## src/rtl/vga_vram_arbiter.sv

```systemverilog
// vga_vram_arbiter: shares one single-port video RAM between VGA scanout reads and
// buffered pixel writes. Scanout always wins; queued writes drain on cycles with no
// scan request, so scanout never stalls.
//
// Ports
//   Clock, Reset                   clock, synchronous active-high reset
//   iScanActive/iScanCol/iScanRow  scanout pixel request
//   oScanData/oScanDataValid       scanout pixel, 3 cycles after the request
//   iWrValid/iWrCol/iWrRow/iWrData write request, accepted when oWrReady is high
//   oWrReady                       write FIFO can accept
//   oWrDrop                        1-cycle pulse, out-of-range write discarded
//   oFifoLevel                     entries held in the write FIFO
//   oRamAddr/oRamWe/oRamWData      registered RAM controls, address = {row, col}
//   iRamRData                      RAM read data, 1 cycle after oRamAddr
module vga_vram_arbiter #(
    parameter int unsigned X_WIDTH    = 8,
    parameter int unsigned Y_WIDTH    = 8,
    parameter int unsigned X_SIZE     = 256,
    parameter int unsigned Y_SIZE     = 256,
    parameter int unsigned DATA_WIDTH = 3,
    parameter int unsigned FIFO_DEPTH = 8,
    parameter int unsigned FIFO_AW    = 3
) (
    input  logic                         Clock,
    input  logic                         Reset,
    input  logic                         iScanActive,
    input  logic [X_WIDTH-1:0]           iScanCol,
    input  logic [Y_WIDTH-1:0]           iScanRow,
    output logic [DATA_WIDTH-1:0]        oScanData,
    output logic                         oScanDataValid,
    input  logic                         iWrValid,
    input  logic [X_WIDTH-1:0]           iWrCol,
    input  logic [Y_WIDTH-1:0]           iWrRow,
    input  logic [DATA_WIDTH-1:0]        iWrData,
    output logic                         oWrReady,
    output logic                         oWrDrop,
    output logic [FIFO_AW:0]             oFifoLevel,
    output logic [X_WIDTH+Y_WIDTH-1:0]   oRamAddr,
    output logic                         oRamWe,
    output logic [DATA_WIDTH-1:0]        oRamWData,
    input  logic [DATA_WIDTH-1:0]        iRamRData
);

    localparam int unsigned ADDR_W  = X_WIDTH + Y_WIDTH;
    localparam int unsigned LEVEL_W = FIFO_AW + 1;

    typedef struct packed {
        logic [Y_WIDTH-1:0]    row;
        logic [X_WIDTH-1:0]    col;
        logic [DATA_WIDTH-1:0] data;
    } wr_entry_t;

    typedef enum logic [1:0] {
        S_RESET,
        S_IDLE,
        S_SCAN,
        S_WRITE
    } state_t;

    state_t                  state_q,     state_d;
    wr_entry_t               mem_q [FIFO_DEPTH];
    wr_entry_t               mem_d [FIFO_DEPTH];
    logic [FIFO_AW-1:0]      wr_ptr_q,    wr_ptr_d;
    logic [FIFO_AW-1:0]      rd_ptr_q,    rd_ptr_d;
    logic [LEVEL_W-1:0]      level_q,     level_d;
    logic                    wr_ready_q,  wr_ready_d;
    logic [ADDR_W-1:0]       ram_addr_q,  ram_addr_d;
    logic                    ram_we_q,    ram_we_d;
    logic [DATA_WIDTH-1:0]   ram_wdata_q, ram_wdata_d;
    logic                    wr_drop_q,   wr_drop_d;
    logic                    scan_s2_q,   scan_s2_d;
    logic                    scan_vld_q,  scan_vld_d;
    logic [DATA_WIDTH-1:0]   scan_data_q, scan_data_d;

    wr_entry_t               head;
    logic                    push;
    logic                    pop;
    logic                    head_in_range;

    // Arbitration, FIFO bookkeeping and next values of all registered outputs
    always_comb begin
        state_d       = state_q;
        mem_d         = mem_q;
        wr_ptr_d      = wr_ptr_q;
        rd_ptr_d      = rd_ptr_q;
        level_d       = level_q;
        ram_addr_d    = ram_addr_q;
        ram_we_d      = 1'b0;
        ram_wdata_d   = ram_wdata_q;
        wr_drop_d     = 1'b0;
        pop           = 1'b0;
        head          = mem_q[rd_ptr_q];
        push          = iWrValid & wr_ready_q;
        head_in_range = (32'(head.col) < X_SIZE) && (32'(head.row) < Y_SIZE);

        unique case (state_q)
            S_RESET: state_d = S_IDLE;
            S_IDLE, S_SCAN, S_WRITE: begin
                if (iScanActive) begin
                    state_d = S_SCAN;
                end else if (level_q != '0) begin
                    state_d = S_WRITE;
                    pop     = 1'b1;
                end else begin
                    state_d = S_IDLE;
                end
            end
            default: state_d = S_IDLE;
        endcase

        if (state_d == S_SCAN) begin
            ram_addr_d = {iScanRow, iScanCol};
        end

        // An out-of-range head is still popped, but only flagged, never written
        if (pop) begin
            rd_ptr_d = rd_ptr_q + FIFO_AW'(1);
            if (head_in_range) begin
                ram_we_d    = 1'b1;
                ram_addr_d  = {head.row, head.col};
                ram_wdata_d = head.data;
            end else begin
                wr_drop_d = 1'b1;
            end
        end

        if (push) begin
            mem_d[wr_ptr_q] = '{row: iWrRow, col: iWrCol, data: iWrData};
            wr_ptr_d        = wr_ptr_q + FIFO_AW'(1);
        end

        if (push && !pop) begin
            level_d = level_q + LEVEL_W'(1);
        end else if (pop && !push) begin
            level_d = level_q - LEVEL_W'(1);
        end

        wr_ready_d  = (level_d < LEVEL_W'(FIFO_DEPTH)) && (state_d != S_RESET);

        // Read pipeline: address out while state is S_SCAN, data back one cycle later
        scan_s2_d   = (state_q == S_SCAN);
        scan_vld_d  = scan_s2_q;
        scan_data_d = scan_s2_q ? iRamRData : scan_data_q;
    end

    // Control and output registers
    always_ff @(posedge Clock) begin
        if (Reset) begin
            state_q     <= S_RESET;
            wr_ptr_q    <= '0;
            rd_ptr_q    <= '0;
            level_q     <= '0;
            wr_ready_q  <= 1'b0;
            ram_addr_q  <= '0;
            ram_we_q    <= 1'b0;
            ram_wdata_q <= '0;
            wr_drop_q   <= 1'b0;
            scan_s2_q   <= 1'b0;
            scan_vld_q  <= 1'b0;
            scan_data_q <= '0;
        end else begin
            state_q     <= state_d;
            wr_ptr_q    <= wr_ptr_d;
            rd_ptr_q    <= rd_ptr_d;
            level_q     <= level_d;
            wr_ready_q  <= wr_ready_d;
            ram_addr_q  <= ram_addr_d;
            ram_we_q    <= ram_we_d;
            ram_wdata_q <= ram_wdata_d;
            wr_drop_q   <= wr_drop_d;
            scan_s2_q   <= scan_s2_d;
            scan_vld_q  <= scan_vld_d;
            scan_data_q <= scan_data_d;
        end
    end

    // FIFO storage; emptiness is tracked by level/pointers, so no reset needed
    always_ff @(posedge Clock) begin
        mem_q <= mem_d;
    end

    assign oScanData      = scan_data_q;
    assign oScanDataValid = scan_vld_q;
    assign oWrReady       = wr_ready_q;
    assign oWrDrop        = wr_drop_q;
    assign oFifoLevel     = level_q;
    assign oRamAddr       = ram_addr_q;
    assign oRamWe         = ram_we_q;
    assign oRamWData      = ram_wdata_q;

endmodule

```

## config.mk

```make
export PLATFORM = sky130hd
export DESIGN_NAME = vga_vram_arbiter
export DESIGN_NICKNAME = d
export VERILOG_FILES = /design/src/rtl/vga_vram_arbiter.sv
export SDC_FILE = /design/constraint.sdc
export NUM_CORES = 1
export LEC_CHECK = 0
export CAP_MARGIN = 20
export CORE_MARGIN = 2
export CORE_UTILIZATION = 35
export CTS_CLUSTER_DIAMETER = 40
export DETAILED_ROUTE_END_ITERATION = 10
export PLACE_DENSITY = 0.63
export SYNTH_ARGS = -nofsm -noshare
export SYNTH_HDL_FRONTEND = slang
export SYNTH_SLANG_ARGS = --single-unit
```

## constraint.sdc

```tcl
create_clock -name Clock -period 3.9 [get_ports Clock]
set_input_delay 1.17 -clock Clock [delete_from_list [all_inputs] [get_ports Clock]]
set_output_delay 1.17 -clock Clock [all_outputs]
set_load 0.005 [all_outputs]
```

==> results.toml <==
[die]
design.core.area_um2 = 20300
die_h_um = 148
fp-row-count = 52
initial_utilization_pct = 35.8
die_w_um = 148
io_pins = 72
dieArea_um2 = 21900

[synth]
netlist_top_cells_area = "edfxtp_1 63%, mux4_2 12%, dfxtp_1 10%"
synth_warnings = 0
syn-num-nets = 452
yosysMostFrequentCell = "edfxtp_1"
synth_top_area_cell = "edfxtp_1"
postSynthCellCount = 404
seq_area_frac_synth_pct = 73.3
synthTopCellsByCount = "152 x edfxtp_1, 38 x dfxtp_1, 38 x mux4_2"
async_flop_share_pct = 0
yosysTopAreaCellShare_pct = 62.9
avgSynthCellArea_um2 = 18.0
netlist_area_um2 = 7260
synth-edff-count = 152
yosysUniqueCellTypes = 41
synth-main-ff-cell = "edfxtp_1"
ys_ff_latch = 190

[sta]
post-route-period-util_pct = 78.3
holdWs_ps = 498
period_minus_slack_ps = 3050
finalSetupViolCount = 0
finClkSkew_ps = 7.14
maxSlewViolCount = 0
slew_headroom_pct = 40.2
hold_viol = 0
grt_setup_unrepaired = "false"
worst_pin_slew_ps = 895
fmax_mhz = 327
tns_ps = 0

[clocking]
clk_path_buf_depth = 2
cts_resized = 0
post-cts-setup-buffers = 0
clkTransAtPathRegs_ps = 70
ctsHoldBuffers = 0
clock_sinks = 190
cts_tree = "yes"
htree_levels = 4
clock_latency_ps = 430
cts_root_buffer = "clkbuf_16"
cts_made_buffers = 17

[pwr]
pwr_density_cell_nw_per_um2 = 483
vdd_ir_drop_max_uv = 301
leakagePower_nw = 2.79

[critical_path]
start_kind = "primary input"
cp_num_buf_inv = 2
critical_path_arrival_ps = 3380
setup.worst_path.class = "in2reg"
cp.required_ps = 4230
slowest_delay_ps = 530
cp_cell_sequence = "clkdlybuf4s50_1, nor3_4, inv_2, ha_1, nand2b_1, o41ai_1, xor2_1, and2_1"
critPathCaptureType = "flop"
slowest_stage = "clkdlybuf4s50_1"
cp_max_fo = 20
crit_family = "buffers and inverters"

[route]
firstDrtPassIters = 4
remaining_drc_errors = 0
viasPerCell = 5.01
post_drt_wl_per_cell_um = 20.1
drt_wl_total_um = 15500
dr.first_iter.drc_count = 270
antenna_left = 0
vias = 3864

[placed_design]
dp_hpwl_um = 9460
routabilityCongestion = 0.720
io_buffers = 70

[global_route]
grt_max_degree = 29
grt_pass1_vias = 4180
grt_pass1_wl_um = 24200
antenna_found_initial = 0
overflow = 0
grt_usage_pct = 15.1

[final_layout]
drive_gt1_share_pct = 19.2
antenna_cells = 0
area_delta_synth_final_pct = 22.9
final_net_count = 536

[worst_hold_path]
hold_path.class = "reg2reg"

[flow_run]
cap_violations = 0

[outcome]
status = "completed"
-- kinds of logic after synthesis --
group,Yosys count,share of synthesized area [%]
flops,190,73.3
fa+ha+maj,6,1.03
buf+inv,26,1.84
mux,47,13.0
other cells,1,0.0516
simple gates,80,5.46
compound gates,49,4.65
xor+xnor,5,0.603
-- worst paths after layout --
| path | from | to | slack (ps) | cells past startpoint |
|---|---|---|---|---|
| max | iScanActive | oFifoLevel[3] | 850 | 8 |
| min | oRamAddr[13] | oRamAddr[13] | 500 | 2 |
| max reg2reg | oFifoLevel[0] | oFifoLevel[3] | 1200 | 10 |
| min reg2reg | oRamAddr[13] | oRamAddr[13] | 500 | 2 |
-- power breakdown --
group | switching (mW) | leakage [nW] | internal, mW | total, mW
logic | 0.170 | 0.837 | 0.196 | 0.366
clock network | 0.724 | 0.271 | 0.926 | 1.65
registers | 0.0481 | 1.68 | 2.25 | 2.29
-- cell usage in the layout (no fill, tap or decap), types with 2 or more instances in the layout --
cell type / instances
edfxtp_1: 152
clkdlybuf4s50_1: 70
mux4_2: 38
dfxtp_1: 37
nor2_1: 34
clkbuf_16: 18
o21ai_0: 14
nor3_1: 14
buf_4: 13
o32ai_1: 12
nand2_1: 9
mux2i_1: 9
a21oi_1: 6
a211oi_1: 6
ha_1: 6
inv_1: 5
nor3_2: 4
xor2_1: 4
nor3b_1: 4
clkbuf_8: 4
nand2b_1: 3
a31oi_1: 3
o31ai_1: 3
clkbuf_1: 3
clkinvlp_4: 3
nand3_1: 2
nor2b_1: 2
clkinv_4: 2
buf_12: 2
-- worst min-delay path, delay by kind of cell (launching register included) --
| family | cells | cell delay (ps) |
|---|---|---|
| flip-flops | 1 | 340 |
| AO/OA/AOI/OAI | 2 | 140 |
-- layer usage --
metal	part of all wire, %	up-vias	wire length, um	global-route usage [%]
li1	-	1780	-	-
met3	6.1	15	951	4.29
met1	42	1971	6580	19.0
met5	0	-	0	0
met4	1.4	0	221	4.57
met2	50	98	7770	25.4
-- cell type report --
type,instances,area (um^2)
well taps,270,338
clock inverters,7,53.8
fillers,1767,11400
repair buffers,85,838
flip-flops and latches,190,5330
inverters,6,22.5
clock buffers,25,517
multi-input cells,188,1830
-- stage by stage --
| stage | std cells | worst slack [ps] | instance area (um^2) | util, % | power, mW |
|---|---|---|---|---|---|
| finish | 771 | 845 | 8930 | 44.0 | 4.31 |
| global route | 771 | 738 | 8930 | 44.0 | 4.46 |
| CTS | 771 | 863 | 8930 | 44.0 | 4.35 |
| detailed placement | 739 | 411 | 8360 | 41.2 | 2.71 |
| global placement | 739 | 534 | 8360 | 41.2 | 2.69 |
| floorplan | 404 | 263 | 7260 | - | 2.51 |
-- registers in the layout, summed over array words and instances (netlist names), 2 cells and up --
register	flops
mem_q	152
oFifoLevel	4
oRamAddr	16
oRamWData	3
oScanData	3
rd_ptr_q	3
state_q	2
wr_ptr_q	3
Power figures use the tool's default switching activity.
